**config.mk**
```make
export PLATFORM = sky130hd
export DESIGN_NAME = seven_seg_display_arbiter
export DESIGN_NICKNAME = d
export VERILOG_FILES = /design/src/rtl/seven_seg_display_arbiter.sv
export SDC_FILE = /design/constraint.sdc
export NUM_CORES = 1
export LEC_CHECK = 0
export CORE_ASPECT_RATIO = 0.7
export CORE_MARGIN = 5
export CORE_UTILIZATION = 43
export CTS_CLUSTER_DIAMETER = 30
export DETAILED_ROUTE_END_ITERATION = 10
export HOLD_SLACK_MARGIN = 0.06
export PLACE_DENSITY = 0.81
export SETUP_SLACK_MARGIN = 0.1
export SYNTH_ARGS = -nofsm -noshare
export SYNTH_HDL_FRONTEND = slang
export SYNTH_SLANG_ARGS = --single-unit
export TNS_END_PERCENT = 5
```
**constraint.sdc**
```tcl
create_clock -name clk -period 4.2 [get_ports clk]
set_clock_uncertainty 0.15 [all_clocks]
set_input_delay 0.84 -clock clk [delete_from_list [all_inputs] [get_ports clk]]
set_output_delay 0.84 -clock clk [all_outputs]
set_load 0.1 [all_outputs]
```
**src/rtl/seven_seg_display_arbiter.sv**
```systemverilog
// Round-robin owner arbiter for the shared two-digit seven-segment display mux.
// Optional macro SEVEN_ARB_PREEMPT_EN gives requester 0 preemptive priority.
module seven_seg_display_arbiter #(
  parameter int          NREQ  = 4,
  parameter int          DWELL = 8,
  parameter logic [13:0] BLANK = 14'h0000
) (
  input  logic              clk,
  input  logic              rst,
  input  logic              tick,
  input  logic [NREQ-1:0]   req,
  input  logic [NREQ*14-1:0] pat,
  output logic [NREQ-1:0]   gnt,
  output logic [13:0]       both7seg,
  output logic              busy,
  output logic              done
);

  localparam int IW = (NREQ > 1) ? $clog2(NREQ) : 1;
  localparam int CW = $clog2(DWELL + 1);
  localparam logic [IW:0] NR = (IW + 1)'(NREQ);

  typedef enum logic [1:0] {
    IDLE,
    OWN,
    RELEASE
  } state_e;

  state_e            state_q, state_d;
  logic [IW-1:0]     ptr_q, ptr_d;
  logic [IW-1:0]     owner_q, owner_d;
  logic [CW-1:0]     cnt_q, cnt_d;
  logic [NREQ-1:0]   gnt_q, gnt_d;
  logic [13:0]       seg_q, seg_d;
  logic              done_q, done_d;

  logic [2*NREQ-1:0] rot;
  logic [IW-1:0]     off;
  logic [IW:0]       sum;
  logic [IW-1:0]     pick;
  logic [13:0]       opat;
  logic              own_req;
  logic              last;
  logic              pre;
  logic              leave;

  // Rotate requests so the search always starts at ptr.
  always_comb begin
    rot = {req, req} >> ptr_q;
    off = '0;
    for (int j = NREQ - 1; j >= 0; j--) begin
      if (rot[j]) off = IW'(j);
    end
    sum = {1'b0, ptr_q} + {1'b0, off};
    if (sum >= NR) sum = sum - NR;
    pick = sum[IW-1:0];
`ifdef SEVEN_ARB_PREEMPT_EN
    if (req[0]) pick = '0;
`endif
  end

  always_comb begin
    opat = BLANK;
    for (int i = 0; i < NREQ; i++) begin
      if (owner_q == IW'(i)) opat = pat[i*14 +: 14];
    end
  end

  always_comb begin
    own_req = |(req & gnt_q);
    last    = tick && (cnt_q == CW'(DWELL - 1));
`ifdef SEVEN_ARB_PREEMPT_EN
    pre     = req[0] && !gnt_q[0];
`else
    pre     = 1'b0;
`endif
    leave   = last || !own_req || pre;
  end

  always_ff @(posedge clk) begin
    if (rst) begin
      state_q <= IDLE;
    end else begin
      state_q <= state_d;
    end
  end

  always_comb begin
    state_d = state_q;
    unique case (state_q)
      IDLE:    if (|req) state_d = OWN;
      OWN:     if (leave) state_d = RELEASE;
      RELEASE: state_d = IDLE;
      default: state_d = IDLE;
    endcase
  end

  always_comb begin
    ptr_d   = ptr_q;
    owner_d = owner_q;
    cnt_d   = cnt_q;
    gnt_d   = gnt_q;
    seg_d   = seg_q;
    done_d  = 1'b0;
    unique case (state_q)
      IDLE: begin
        gnt_d = '0;
        seg_d = BLANK;
        if (|req) begin
          owner_d = pick;
          gnt_d   = NREQ'(1) << pick;
          cnt_d   = '0;
        end
      end
      OWN: begin
        if (leave) begin
          gnt_d  = '0;
          seg_d  = BLANK;
          done_d = 1'b1;
        end else begin
          seg_d = opat;
          if (tick) cnt_d = cnt_q + 1'b1;
        end
      end
      RELEASE: begin
        gnt_d = '0;
        seg_d = BLANK;
        if (owner_q == IW'(NREQ - 1)) ptr_d = '0;
        else ptr_d = owner_q + 1'b1;
`ifdef SEVEN_ARB_PREEMPT_EN
        if (owner_q == '0) ptr_d = ptr_q;
`endif
      end
      default: begin
        gnt_d = '0;
        seg_d = BLANK;
      end
    endcase
  end

  always_ff @(posedge clk) begin
    if (rst) begin
      ptr_q   <= '0;
      owner_q <= '0;
      cnt_q   <= '0;
      gnt_q   <= '0;
      seg_q   <= BLANK;
      done_q  <= 1'b0;
    end else begin
      ptr_q   <= ptr_d;
      owner_q <= owner_d;
      cnt_q   <= cnt_d;
      gnt_q   <= gnt_d;
      seg_q   <= seg_d;
      done_q  <= done_d;
    end
  end

  assign gnt      = gnt_q;
  assign both7seg = seg_q;
  assign done     = done_q;
  assign busy     = (state_q != IDLE);

endmodule

```
Word level (Yosys, flattened, before mapping)
Cells that the tools add are included. W data, S select, Z words.

Add/subtract/negate cells: 4. $lt $le $gt $ge: 1. Equality and inequality tests: 10. Shift-type cells: 2. Mux-type cells: 21. Bitwise logic cells: 2. Reductions and logical operators: 14.

Operators with widths (count): $mux W14 (4); $mux W4 (5); $mux W2 (8); $pmux W4 S2 (2); $ne A2 B2 Y1 const B (4); $reduce_or A4 Y1 (2); $shr A8 B2 Y4 (1); $eq A2 B2 Y1 const B (3); $add A4 B1 Y4 const B (1); $and A4 B4 Y4 (1); $eq A2 B1 Y1 const B (2); $eq A4 B3 Y1 const B (1); $logic_not A2 Y1 (2); $pmux W2 S2 (1); $reduce_and A2 Y1 (2); $reduce_and A4 Y1 (1); $reduce_bool A2 Y1 (2); $shl A1 B2 Y4 const A (1); $add A2 B2 Y3 (1); $ge A3 B3 Y1 const B (1); $reduce_or A3 Y1 (1); $add A2 B1 Y2 const B (1); $reduce_or A2 Y1 (1); $sub A2 B1 Y2 const B (1); 5 further kinds (5).

Register bits: 29. Input bits: 63.

Longest topological paths before layout
Gate-level depths: netlist of run 1.

Word-level depth: 11. Mapped depth: 9. Mapped depth without buffers: 8.

Worst setup path before layout of run 1
OpenSTA, ideal clock, no wires.

Kind: input -> register. Start: input req[2]. End: register gnt_q[1] (netlist: gnt[1]). Library setup time: 0.119 ns. Arrival time: 2.146 ns. Path slack: 1.785 ns. Stages: 9. Path buffers: 1. Cells stage by stage: buf_6 > nor2_1 > nor3_1 > a21oi_1 > o21ai_0 > ha_1 > xnor2_1 > xnor2_2 > a32o_2.

Cells in the longest elaborated chain, start to end: 11.

Ends and longest elaborated chain: from (decl) (RTL line 11) `input logic [NREQ-1:0] req,`; $shr A8 B2 Y4 (RTL line 49) `rot = {req, req} >> ptr_q;`; $mux W2 (4 in a row) (RTL line 52) `if (rot[j]) off = IW'(j);`; $add A2 B2 Y3 (RTL line 54) `sum = {1'b0, ptr_q} + {1'b0, off};`; $ge A3 B3 Y1 / $sub A2 B1 Y2 (equally long branches) (RTL line 55) `if (sum >= NR) sum = sum - NR;`; $mux W2 (RTL line 55); $shl A1 B2 Y4 (RTL line 111) `gnt_d = NREQ'(1) << pick;`; $mux W4 (RTL line 109) `if (|req) begin`; $pmux W4 S2 (RTL line 105) `unique case (state_q)`; to (signal assigned) (RTL line 153) `gnt_q <= gnt_d;`; to (decl) (RTL line 33) `logic [NREQ-1:0] gnt_q, gnt_d;`.

Several ways; a longest one is shown, not always the timed one. A chain may end at the register's enable or synchronous reset.

Worst setup path after layout of run 1
Start: register state_q[0]. End: output busy.

Cells in the longest elaborated chain, start to end: 1.

Ends and longest elaborated chain: from (decl) (RTL line 29) `state_e state_q, state_d;`; from (signal assigned) (RTL line 84) `state_q <= state_d;`; $reduce_bool A2 Y1 (RTL line 162) `assign busy = (state_q != IDLE);`; to (decl) (RTL line 15) `output logic busy,`.

No other way between the ends.

==> impl_results.md, run 1 <==
* Placed Cells at 327
* Post-synthesis cell count at 208
* Total die area at 0.005335 mm²
* Clock slew at reported path FFs at 60 ps
* Share of cells above drive strength 1 at 4.947%
* Initial antenna violation count at 0
* CTS Sinks at 29
* Largest net degree at the start of global routing at 30
* Final std cells w/o fill at 335
* Slew headroom at 33.36%
* DP Worst Slack at 1123 ps
* Outcome: completed
* Worst Path Arrival at 1930 ps
* Syn nets at 277
* Maximum VDD drop at 0.1858 mV
* Synthesized area per cell at 8.181 µm²
* # fillers at 350
* Seq/Total Area, Yosys at 34.12%
* Worst setup margin at 1276 ps
* Final Instance Area at 0.002591 mm²
* Initial DRC Count at 117
* Crit Path Category: reg -> out
* Die Wd at 85.19 µm
* Top-count cell post-synth: nor2_1
* Number of global-route vias before repair at 1489
* Ranking of synthesized cells by area: dfxtp_1, nor2b_1, a221oi_1, nor2_1, nor3_1
* Hold Vio Cnt, Final at 0
* # port buffers at 82
* Post-route ant nets at 0
* Initial core utilization at 43.91%
* Reg area at 580.6 µm²
* Share of the synthesized area in the top cell type at 34.12%
* CP endpoint kind: primary output
* Post-CTS Setup Repair Bufs at 0
* Multi-input logic area at 0.001027 mm²
* DP HPWL at 3.634 mm
* Post-synth top cells: nor2_1, dfxtp_1, nor2b_1, nor3_1, a21oi_1
* First-pass GRT wire length at 7.245 mm
* Synth warnings at 0
* Final setup viols at 0
* Synth Register Bits at 29
* MaxCap Viol Count at 0
* Synth area leader: dfxtp_1
* TritonCTS clock tree: built
* Total gr overflow at 0
* Minimum clock period at 2924 ps
* Layout Utilization at 66.87%
* Worst setup SP type: flip-flop
* Netlist Area Pre-Place at 0.001702 mm²
* Vias per cell at 5.075
* IO Count at 83
* Leak at 0.9694 nW
* DRT Wirelength at 4.570 mm
* RePlAce Congestion at 0.8724
* Fin Setup TNS at 0 ps
* DRT Pass-1 Iters at 4
* # DRC at 0
* Clock tree buffer depth at 2
* Final period utilization at 69.63%
* Cells along the critical path: or2_1 > clkdlybuf4s50_1
* CP required at 3210 ps
* Total GRT Usage at 16.69%
* CTS hold repair buffers at 0
* Clock Tree Root: clkbuf_8
* Core area at 0.003875 mm²
* Slowest cell on the critical path: clkdlybuf4s50_1
* Worst Tran Pin Value at 996.5 ps
* Nets@finish at 351
* Unrepaired setup endpoints after global routing: no
* Worst Hold Class: reg -> reg
* Netlist cell types at 41
* Post-synth EDFFs at 0
* Crit-path max FO at 4
* Flop2flop setup slack at 1950 ps
* Die H at 62.63 µm
* Diode count at 0
* Post-synth ARST share at 0%
* Dpl cell area at 0.002509 mm²
* Fmax at 342.0 MHz
* WL/cell at 13.64 µm
* FP Rows at 19
* Vias after detailed routing at 1700
* Slowest stage delay, CP at 1150 ps
* Area grow syn2layout at 52.28%
* Post_cts resized at 0
* Total power per unit cell area at 367.0 mW/mm²
* CTS buffer count at 5
* Clk_lat worst skew at 270 ps
* Ys flop type: dfxtp_1
* Pins over their slew limit at 0
* H-tree level count at 2
[power breakdown]
| part | internal (mW) | switching (mW) | total [mW] |
|---|---|---|---|
| sequential | 0.293 | 0.0169 | 0.310 |
| clock | 0.114 | 0.0969 | 0.211 |
| combinational | 0.180 | 0.250 | 0.429 |
| total | 0.587 | 0.364 | 0.951 |
[worst paths after layout]
check	startpoint	end	cells after the start
min	gnt[3]	gnt[3]	1
max reg2reg	owner_q[1]	both7seg[4]	7
min reg2reg	gnt[3]	gnt[3]	1
max	state_q[0]	busy	2
[placed cells by master, fill, tap and decap left out, types with 2 or more instances in the layout]
master	n
a21oi_1	17
a221oi_1	14
a22o_1	2
clkbuf_8	5
clkdlybuf4s50_1	82
clkinv_2	2
dfxtp_1	29
ha_1	6
inv_1	4
mux2i_1	2
nand2_1	5
nand2b_1	2
nor2_1	31
nor2b_1	29
nor3_1	21
o21ai_0	3
o2bb2ai_1	2
xnor2_1	3
[logic make-up after synthesis]
family / share of synthesized area [%]
AO/OA/AOI/OAI: 22.50
XOR/XNOR: 3.015
adder cells (fa/ha/maj): 4.412
buffers and inverters: 5.515
flip-flops: 34.12
multiplexers: 1.177
AND/OR/NAND/NOR: 29.27
[registers in the layout, indices dropped and copies added (netlist names)]
name      count
gnt           4
state_q       2
both7seg     14
done          1
ptr_q         2
cnt_q         4
owner_q       2
[final cells by class]
type	instances	area share (%)
timing repair buffer	82	31.68
clock inverter	2	0.3863
inverter	4	0.5794
tap	52	2.511
clock buffer	6	2.801
multi-input combinational	160	39.64
sequential	29	22.40
[worst max-delay path, delay by kind of cell, from the launching register on]
kind	cells	cell delay, ps
buf+inv	1	1150
simple gates	1	170
flops	1	350
[routing by layer]
metal | global-route usage, % | up-vias | wire (µm)
met3 | 5.797 | 5 | 393
met1 | 24.50 | 746 | 2204
met2 | 23.26 | 57 | 1935
li1 | - | 892 | -
met4 | 3.557 | 0 | 36
met5 | 0 | - | 0
[metrics by stage]
step                      hold slack (ps)  power, mW
after floorplan                     318.3     0.6182
after global placement              329.2     0.7421
after detailed placement            325.0     0.7427
after CTS                           334.7     0.9538
after global routing                355.4      1.013
final                               332.6     0.9509
Note: power is estimated with default switching activity, not from simulation.
==> run 2: changes to the inputs <==
--- a/config.mk
+++ b/config.mk
@@ -7,11 +7,11 @@
 export LEC_CHECK = 0
 export CORE_ASPECT_RATIO = 0.7
 export CORE_MARGIN = 5
-export CORE_UTILIZATION = 43
+export CORE_UTILIZATION = 37
 export CTS_CLUSTER_DIAMETER = 30
 export DETAILED_ROUTE_END_ITERATION = 10
 export HOLD_SLACK_MARGIN = 0.06
-export PLACE_DENSITY = 0.81
+export PLACE_DENSITY = 0.74
 export SETUP_SLACK_MARGIN = 0.1
 export SYNTH_ARGS = -nofsm -noshare
 export SYNTH_HDL_FRONTEND = slang
==> constraint.sdc (replaced) <==
create_clock -name clk -period 2.4 [get_ports clk]
set_clock_uncertainty 0.15 [all_clocks]
set_input_delay 0.48 -clock clk [delete_from_list [all_inputs] [get_ports clk]]
set_output_delay 0.48 -clock clk [all_outputs]
set_load 0.1 [all_outputs]
==> impl_results.md, run 2 (same netlist as run 1, synthesis figures left out) <==
* DP Worst Slack at -245.5 ps
* RePlAce Congestion at 0.8278
* Top delay family on crit path: compound AO/OA/AOI/OAI gates
* Total gr overflow at 0
* Fmax at 472.2 MHz
* DRT Pass-1 Iters at 4
* H-tree level count at 2
* Reg area at 580.6 µm²
* Die Wd at 91.06 µm
* # DRC at 0
* Vias per cell at 4.997
* Total power per unit cell area at 634.7 mW/mm²
* FP Rows at 20
* Total die area at 0.006077 mm²
* DP HPWL at 4.024 mm
* Number of global-route vias before repair at 1593
* Cells along the critical path: nor3_1 > a311oi_1 > o21ai_1 > ha_1 > xnor2_2 > xnor2_2 > a32o_2
* DRT Wirelength at 4.912 mm
* WL/cell at 13.99 µm
* Clock slew at reported path FFs at 70 ps
* Placed Cells at 343
* CTS hold repair buffers at 0
* Max reg flops at 14
* CP endpoint kind: flip-flop
* Slowest stage delay, CP at 570 ps
* Most common cell after layout, fill and taps aside: clkdlybuf4s50_1
* Worst setup SP type: flip-flop
* Slew headroom at 49.04%
* First-pass GRT wire length at 7.783 mm
* Maximum VDD drop at 0.3983 mV
* Initial antenna violation count at 0
* MaxCap Viol Count at 0
* IO Count at 83
* Leak at 1.102 nW
* Worst Tran Pin Value at 764.3 ps
* # port buffers at 82
* Pins over their slew limit at 0
* # fillers at 409
* Commonest cells after routing, fill and taps aside: clkdlybuf4s50_1, buf_4, nor2_1
* Final period utilization at 88.25%
* Post-CTS Setup Repair Bufs at 0
* Total GRT Usage at 16.00%
* Clock tree buffer depth at 2
* Clk_lat worst skew at 270 ps
* Multi-input logic area at 0.001037 mm²
* Vias after detailed routing at 1754
* Worst Hold Class: reg -> reg
* CTS buffer count at 5
* Worst setup margin at 282.0 ps
* Core area at 0.004404 mm²
* Post-route ant nets at 0
* Unrepaired setup endpoints after global routing: no
* Critical Path Most Common Cell: xnor2_2
* Crit-path max FO at 12
* Final std cells w/o fill at 351
* Share of cells above drive strength 1 at 16.55%
* Slowest cell on the critical path: dfxtp_1
* Die H at 66.74 µm
* Initial DRC Count at 84
* Final setup viols at 0
* Crit Path Category: reg -> reg
* CTS Sinks at 29
* Worst Path Arrival at 2140 ps
* Minimum clock period at 2118 ps
* Hold Vio Cnt, Final at 0
* CP bufs+invs at 0
* Largest net degree at the start of global routing at 29
* CP required at 2420 ps
* Diode count at 0
* Clock Tree Root: clkbuf_8
* Nets@finish at 364
* TritonCTS clock tree: built
* Area grow syn2layout at 56.25%
* Initial core utilization at 38.64%
* Outcome: completed
[run 2: stage by stage]
stage,area [µm²],utilization [%],hold WS [ps],power [mW],setup TNS [ps]
after global placement,2560,58.13,333.2,1.316,-585.4
after global routing,2659,60.37,386.3,1.800,0
after detailed placement,2560,58.13,344.8,1.321,-963.7
final,2659,60.37,351.8,1.688,0
after floorplan,1702,-,318.3,1.082,0
after CTS,2649,60.14,353.0,1.692,0
[run 2: worst paths after layout]
| kind | startpoint | to | slack, ps | cells after the start |
|---|---|---|---|---|
| min reg2reg | gnt[2] | gnt[2] | 350 | 1 |
| min | gnt[2] | gnt[2] | 350 | 1 |
| max | ptr_q[0] | gnt[1] | 280 | 7 |
| max reg2reg | ptr_q[0] | gnt[1] | 280 | 7 |
[run 2: final cells by class]
class	instances	area share, %
timing repair buffer	95	32.89
tap	55	2.588
clock inverter	2	0.3765
inverter	4	0.5647
sequential	29	21.84
multi-input combinational	160	39.01
clock buffer	6	2.729
[run 2: power breakdown]
part	switching (mW)	internal, mW	leakage (nW)
Combinational	0.445	0.325	0.822
Clock	0.171	0.200	0.0450
Sequential	0.0336	0.513	0.235
[run 2: what timing repair did]
| item | CTS | global route |
|---|---|---|
| gates resized for setup | 3 | 4 |
| endpoints found under the setup margin | 3 | 5 |
| hold endpoints to repair | 0 | 0 |
[run 2: metal layers]
layer  track usage [%]  wire [µm]
met3             4.176        307
met4             4.212         44
met1             24.66       2606
met2             21.31       1954
met5                 0          0
